**config.mk**
```make
export PLATFORM = sky130hd
export DESIGN_NAME = fetch_pc_unit
export DESIGN_NICKNAME = d
export VERILOG_FILES = /design/src/rtl/fetch_pc_unit.sv
export SDC_FILE = /design/constraint.sdc
export NUM_CORES = 1
export LEC_CHECK = 0
export ABC_AREA = 1
export ABC_CLOCK_PERIOD_IN_PS = 8200
export CAP_MARGIN = 10
export CORE_ASPECT_RATIO = 0.75
export CORE_MARGIN = 1
export CORE_UTILIZATION = 36
export DETAILED_ROUTE_END_ITERATION = 12
export RECOVER_POWER = 50
export SLEW_MARGIN = 20
export SYNTH_ARGS = -nofsm -noshare
export SYNTH_HDL_FRONTEND = slang
export SYNTH_SLANG_ARGS = --single-unit
```
**constraint.sdc**
```tcl
create_clock -name clk -period 8.2 [get_ports clk]
set_input_delay 1.64 -clock clk [delete_from_list [all_inputs] [get_ports clk]]
set_output_delay 1.64 -clock clk [all_outputs]
set_load 0.005 [all_outputs]
```
**src/rtl/fetch_pc_unit.sv**
```systemverilog
// fetch_pc_unit: fetch stage in front of the instruction memory.
// Holds the PC, drives the IM word address, registers the returned word into
// an instruction register with a valid/ready handshake toward decode, applies
// branch / jump / jump-register redirects, and flags PCs that are misaligned
// or outside the IM window.
// Optional feature: define FETCH_PERF_EN to get saturating fetch/redirect
// counters; otherwise cnt_fetch and cnt_redir are tied to zero.
module fetch_pc_unit #(
    parameter logic [31:0] PC_RESET = 32'h0000_0000,
    parameter int unsigned IM_WORDS = 128
) (
    input  logic        clk,
    input  logic        rst,
    output logic [6:0]  im_addr,
    input  logic [31:0] im_data,
    input  logic        dec_ready,
    output logic [31:0] instr,
    output logic [31:0] instr_pc,
    output logic        instr_valid,
    input  logic        redir_en,
    input  logic [1:0]  redir_type,
    input  logic [15:0] redir_imm16,
    input  logic [25:0] redir_idx26,
    input  logic [31:0] redir_reg,
    output logic        fetch_fault,
    output logic [31:0] pc,
    output logic [31:0] cnt_fetch,
    output logic [31:0] cnt_redir
);

    typedef enum logic [1:0] {BOOT, RUN, HOLD, FAULT} state_t;

    localparam logic [31:0] WINDOW_BYTES = 32'(IM_WORDS * 4);

    // A PC is illegal when misaligned or when its offset from PC_RESET falls
    // outside the IM window; the subtraction wraps so low PCs below PC_RESET
    // also land outside.
    function automatic logic pc_illegal(input logic [31:0] addr);
        logic [31:0] offset;
        offset = addr - PC_RESET;
        return (addr[1:0] != 2'b00) || (offset >= WINDOW_BYTES);
    endfunction

    state_t      state_q, state_d;
    logic [31:0] pc_q, pc_d;
    logic [31:0] instr_q, instr_d;
    logic [31:0] instr_pc_q, instr_pc_d;
    logic        instr_valid_q, instr_valid_d;
    logic        fault_q, fault_d;

    logic [31:0] pc_plus4;
    logic [31:0] instr_pc_plus4;
    logic [31:0] redir_tgt;
    logic        redir_take;
    logic        load_en;

    assign pc_plus4       = pc_q + 32'd4;
    assign instr_pc_plus4 = instr_pc_q + 32'd4;
    assign redir_take     = redir_en && (redir_type != 2'b11) && (state_q != BOOT);

    // Redirect target for the instruction currently held in instr.
    always_comb begin
        redir_tgt = redir_reg;
        case (redir_type)
            2'b00:   redir_tgt = instr_pc_plus4 + {{14{redir_imm16[15]}}, redir_imm16, 2'b00};
            2'b01:   redir_tgt = {instr_pc_plus4[31:28], redir_idx26, 2'b00};
            default: redir_tgt = redir_reg;
        endcase
    end

    // Next-state logic: redirect beats load/stall; every new PC is fault-checked.
    always_comb begin
        state_d       = state_q;
        pc_d          = pc_q;
        instr_d       = instr_q;
        instr_pc_d    = instr_pc_q;
        instr_valid_d = instr_valid_q;
        fault_d       = fault_q;
        load_en       = 1'b0;

        if (redir_take) begin
            pc_d          = redir_tgt;
            instr_valid_d = 1'b0;
            if (pc_illegal(redir_tgt)) begin
                state_d = FAULT;
                fault_d = 1'b1;
            end else begin
                state_d = RUN;
                fault_d = 1'b0;
            end
        end else begin
            case (state_q)
                BOOT: state_d = RUN;
                RUN: begin
                    if (!instr_valid_q || dec_ready) begin
                        load_en = 1'b1;
                    end else begin
                        state_d = HOLD;
                    end
                end
                HOLD: begin
                    if (dec_ready) begin
                        load_en = 1'b1;
                    end
                end
                FAULT: begin
                    if (instr_valid_q && dec_ready) begin
                        instr_valid_d = 1'b0;
                    end
                end
                default: state_d = FAULT;
            endcase

            if (load_en) begin
                instr_d       = im_data;
                instr_pc_d    = pc_q;
                instr_valid_d = 1'b1;
                pc_d          = pc_plus4;
                if (pc_illegal(pc_plus4)) begin
                    state_d = FAULT;
                    fault_d = 1'b1;
                end else begin
                    state_d = RUN;
                    fault_d = 1'b0;
                end
            end
        end
    end

    // State, PC and instruction register with asynchronous reset.
    always_ff @(posedge clk or posedge rst) begin
        if (rst) begin
            state_q       <= BOOT;
            pc_q          <= PC_RESET;
            instr_q       <= 32'h0;
            instr_pc_q    <= 32'h0;
            instr_valid_q <= 1'b0;
            fault_q       <= 1'b0;
        end else begin
            state_q       <= state_d;
            pc_q          <= pc_d;
            instr_q       <= instr_d;
            instr_pc_q    <= instr_pc_d;
            instr_valid_q <= instr_valid_d;
            fault_q       <= fault_d;
        end
    end

    assign im_addr     = pc_q[8:2];
    assign pc          = pc_q;
    assign instr       = instr_q;
    assign instr_pc    = instr_pc_q;
    assign instr_valid = instr_valid_q;
    assign fetch_fault = fault_q;

`ifdef FETCH_PERF_EN
    logic [31:0] cnt_fetch_q, cnt_fetch_d;
    logic [31:0] cnt_redir_q, cnt_redir_d;

    // Saturating event counters for loads and taken redirects.
    always_comb begin
        cnt_fetch_d = cnt_fetch_q;
        cnt_redir_d = cnt_redir_q;
        if (load_en && (cnt_fetch_q != 32'hFFFF_FFFF)) begin
            cnt_fetch_d = cnt_fetch_q + 32'd1;
        end
        if (redir_take && (cnt_redir_q != 32'hFFFF_FFFF)) begin
            cnt_redir_d = cnt_redir_q + 32'd1;
        end
    end

    // Counter registers cleared by reset.
    always_ff @(posedge clk or posedge rst) begin
        if (rst) begin
            cnt_fetch_q <= 32'h0;
            cnt_redir_q <= 32'h0;
        end else begin
            cnt_fetch_q <= cnt_fetch_d;
            cnt_redir_q <= cnt_redir_d;
        end
    end

    assign cnt_fetch = cnt_fetch_q;
    assign cnt_redir = cnt_redir_q;
`else
    assign cnt_fetch = 32'h0;
    assign cnt_redir = 32'h0;
`endif

endmodule

```
# ---- After elaboration in Yosys (flattened, before gate mapping)
# Cells that the tools add are included.
dict set report classes {
  eq_ne 6
  n_mux 21
  n_reduce_logical 19
  n_lt_le_gt_ge 2
  bitwise 1
  n_addsub 3
}
# operator n
set op_table {}
lappend op_table {{32-bit by 3-bit adder with 32-bit output, second input constant} 2}
lappend op_table {{32-bit by 10-bit greater-or-equal comparator with 1-bit output, second input constant} 2}
lappend op_table {{32-bit 2-to-1 mux} 2}
lappend op_table {{32-bit one-hot mux with 2 select lines} 1}
lappend op_table {{32-bit adder} 1}
lappend op_table {{1-bit 2-to-1 mux} 11}
lappend op_table {{2-bit 2-to-1 mux} 5}
lappend op_table {{2-bit nonzero test} 4}
lappend op_table {{2-bit AND reduction} 3}
lappend op_table {{3-bit nonzero test} 2}
lappend op_table {{2-bit by 1-bit equality test with 1-bit output, second input constant} 2}
lappend op_table {{2-bit equality test, second input constant} 2}
lappend op_table {{2-bit logical NOT} 2}
lappend op_table {{4-bit != test, second input constant} 1}
lappend op_table {{2-bit one-hot mux with 2 select lines} 1}
lappend op_table {{4-bit nonzero test} 1}
lappend op_table {{1-bit logical AND} 3}
lappend op_table {{1-bit logical OR} 3}
lappend op_table {{2-bit != test, second input constant} 1}
lappend op_table {{1-bit one-hot mux with 2 select lines} 1}
lappend op_table {{1-bit logical NOT} 1}
lappend op_table {{1-bit inverter} 1}
dict set report word_totals {
  reg_bits 100
  wordCells 58
  inputBits 112
  out_inout_bits 169
}

# ---- Logic depth before layout (Yosys ltp)
dict set report depth {
  ltp_word 7
  ltp_mapped 28
  mapped_depth_nobuf 28
}

# ---- Worst setup path before layout
# OpenSTA, ideal clock, no wires.
dict set report synth_timing {
  kind {input to register}
  startpoint {input port redir_imm16[0]}
  endpoint {register fault_q (netlist: fetch_fault)}
  setup_ns 0.125
  slack_ns 4.626
  required_ns 8.075
  t_arrival_ns 3.449
  path_stages 19
  path_cell_list {ha_1 > inv_1 > fa_1 > inv_1 > nand2_1 > a21oi_1 > nand2_1 > nand2_1 > nand3_1 > nand2_1 > nand2_1 > nand3_1 > nand2_1 > nor2_1 > nand2_1 > nor2_1 > nand4_1 > nand2_1 > nand3_1}
}
dict set report synth_via {
  elab_chain_cells 6
}
# element line
set synth_rtl {}
lappend synth_rtl {{start: declaration} 22} ;# input logic [15:0] redir_imm16,
lappend synth_rtl {{32-bit adder} 65} ;# 2'b00: redir_tgt = instr_pc_plus4 + {{14{redir_imm16[15]}}, redir_imm16, 2'b00};
lappend synth_rtl {{32-bit one-hot mux with 2 select lines} 64} ;# case (redir_type)
lappend synth_rtl {{32-bit by 10-bit greater-or-equal comparator with 1-bit output} 41} ;# return (addr[1:0] != 2'b00) || (offset >= WINDOW_BYTES);
lappend synth_rtl {{1-bit logical OR} 41}
lappend synth_rtl {{1-bit 2-to-1 mux} 84} ;# if (pc_illegal(redir_tgt)) begin
lappend synth_rtl {{1-bit 2-to-1 mux} 81} ;# if (redir_take) begin
lappend synth_rtl {{end signal: assignment} 145} ;# fault_q <= fault_d;
lappend synth_rtl {{end: declaration} 49} ;# logic fault_q, fault_d;
# Every way passes these cells.
# A chain may end at the register's enable or synchronous reset.

==> results_dict.tcl <==
set metrics [dict create \
    slowest_stage "clkbuf_1" \
    startpoint "rst" \
    final.setup.tns_ns 0 \
    cts_buffers 9 \
    synth-edff-count 0 \
    endpoint "pc[12]" \
    setup_violations 0 \
    routed.top_layer "met4" \
    hold_viol 0 \
    static-leakage-power_nw 6.10 \
    dr.pass1.iters 6 \
    pre_cts_slack_ns 3.37 \
    postCtsResizedCells 0 \
    route.detailed.drc 0 \
    cpPeakStageDelay_ns 1.75 \
    num_io_pins 281 \
    yosys.area.top_type "dfrtp_1" \
    area_growth_pct 27.6 \
    maxCapViolations 2 \
    dieHeight_um 140 \
    mostFrequentLayoutCell "nand2_1" \
    r2r_slack_ns 3.80 \
    reg2reg_to "fetch_fault" \
    async_reset_ff_frac 1.00 \
    antenna_found_initial 0 \
    grt_overflow 0 \
    fin_crit_sh 0.680 \
    gp_congestion 1.03 \
    cts_root_buffer "clkbuf_16" \
    clk_latency_ns 0.35 \
    drv_slew 103 \
    viasPerCell 4.91 \
    drt_first_iter_violations 991 \
    initial_core_util 0.367 \
    die_x_um 186 \
    mostFrequentLayoutCells "nand2_1, inv_1, clkdlybuf4s50_1" \
    wl_met1_um 16100 \
    slew_headroom -0.899 \
    post_cts_buffers 0 \
    wl_um 33100 \
    synth_area_mm2 0.00919 \
    fillers 2624 \
    vias 9875 \
    wl_met2_um 13500 \
    finalClockSkew_ns 0.00825 \
    synthTopCellsByArea "dfrtp_1, nand2_1, inv_1, buf_4, ha_1" \
    status "finished with violations" \
    diodes 0 \
    hp-class "flop to flop" \
    endpoint_kind "async pin" \
    worstSetupPathType "primary input to async pin" \
    setup_ws_ns 2.62 \
    grt_pass1_vias 8816 \
    cp.arrival_ns 5.57 \
    detail_route.wl_per_cell_um 16.5 \
    dpl.hpwl_um 26300 \
    wl_met3_um 3070 \
    reg2regPathDepth 26 \
    grt_max_degree 105 \
    multiInputGateArea_mm2 0.00544 \
    synth.yosys.seq_area_share 0.272 \
    cts_buffer_depth 2 \
    cp_cell_sequence "dlygate4sd3_1, clkinvlp_2, clkbuf_1" \
    rsz0062_at_grt "false" \
    synth_top_area_frac 0.272 \
    antenna_left 0 \
    grt_pass1_wl_um 50900 \
    grt.total_usage 0.250 \
    nNetsFinal 1818 \
    synth_flop_cell "dfrtp_1" \
    cp-start-kind "primary input" \
    violations "max-capacitance violations, max-slew violations" \
    port_buffers 216 \
    worstPathRequired_ns 8.19 \
    cts_hold_buf 0 \
    die_area_mm2 0.0262 \
    cts.sinks 100 \
    regArea_mm2 0.00250 \
    period_needed_ns 5.58 \
    synth_warnings 0 \
    final_layout_size_suffix_gt1_frac 0.0347 \
    p_per_area_mw_per_mm2 315 \
    clkTransAtPathRegs_ns 0.07 \
    synth_cell_type_count 44 \
    rr_startpoint "instr_pc[4]" \
    ir_drop_uv 138 \
    crit_path_max_fanout 60 \
    core_region_area_mm2 0.0250 \
    clock.fmax_ghz 0.179 \
    rows 50 \
    cts_tree "built" \
    ys_ff_latch 100 \
    tightestPinTransition_ns 2.83 \
    avgSynthCellArea_um2 6.24 \
    synth_cells 1471 \
    cts_max_level 3 \
]
[how the worst min path moves through the flow]
stage | from | slack [ns] | endpoint | cells after the start
after floorplan | instr[0] | 0.47 | instr[0] | 2
after global placement | instr[9] | 0.45 | instr[9] | 2
after detailed placement | instr[11] | 0.46 | instr[11] | 2
after CTS | instr[30] | 0.48 | instr[30] | 2
after global routing | instr[15] | 0.49 | instr[15] | 2
final | instr[3] | 0.47 | instr[3] | 2
[through the flow]
stage	hold WS, ns	instance area (um2)	std cells	utilization	total power, mW
global route	0.488	11700	2010	0.469	4.01
detailed placement	0.458	11400	1993	0.455	3.26
CTS	0.476	11700	2009	0.468	3.75
finish	0.466	11700	2010	0.469	3.69
floorplan	0.465	9420	1534	-	2.29
global placement	0.454	11400	1993	0.455	3.24
[routing by layer]
metal  vias to the layer above  track usage
met4                         0       0.0414
met1                      4541        0.382
met5                         -            0
met3                        28       0.0551
met2                       465        0.358
li1                       4841            -
[sequential cells by signal, summed over array words and instances (netlist names)]
| register | cells |
|---|---|
| fetch_fault | 1 |
| state_q | 2 |
| instr_pc | 32 |
| instr_valid | 1 |
| pc | 32 |
| instr | 32 |
[report_power, final]
part / total, mW / internal (mW) / leakage, nW / switching, mW
registers: 1.04 / 0.718 / 1.25 / 0.324
clock network: 0.474 / 0.270 / 0.152 / 0.205
logic: 2.18 / 0.896 / 4.70 / 1.28
[worst max-delay path, delay by kind of cell]
family | cells | cell delay (ns)
buffers and inverters | 3 | 3.90
[cell usage after synthesis, types with 2 or more instances]
| library cell | number |
|---|---|
| inv_1 | 211 |
| o21ai_1 | 2 |
| dfrtp_1 | 100 |
| ha_1 | 38 |
| o211ai_1 | 12 |
| inv_2 | 4 |
| o221ai_1 | 4 |
| nand3_1 | 90 |
| o21bai_1 | 2 |
| buf_2 | 6 |
| a22o_1 | 14 |
| nor2_2 | 5 |
| nor4_1 | 4 |
| xor2_1 | 38 |
| nor2_4 | 8 |
| nand2_1 | 563 |
| a22oi_1 | 2 |
| nand4_1 | 23 |
| clkbuf_1 | 21 |
| nor3_2 | 4 |
| nand2_4 | 4 |
| or2_2 | 3 |
| o21ai_0 | 42 |
| nand3b_1 | 12 |
| buf_4 | 71 |
| nor2_1 | 115 |
| xnor2_1 | 4 |
| o22ai_1 | 4 |
| a21oi_1 | 31 |
| nand3_2 | 3 |
| buf_1 | 2 |
| nor3_1 | 17 |
[cells by family (layout without fill, tap and decap cells)]
kind of cell    Yosys count  count (layout)  share of synthesized area
compound gates          117             117                     0.0775
xor+xnor                 42              42                     0.0400
fa+ha+maj                39              39                     0.0539
buf+inv                 318             456                      0.162
flops                   100             100                      0.272
other cells               1              64                   0.000408
simple gates            854             854                      0.394
[layout make-up]
class                   instances  area share
multi-input cells            1116       0.464
inverters                     216      0.0692
well taps                     338      0.0361
clock buffers                   9      0.0192
clock inverters                 7     0.00832
flip-flops and latches        100       0.213
repair buffers                224       0.190
No activity file was read; power rests on OpenSTA's default activity.
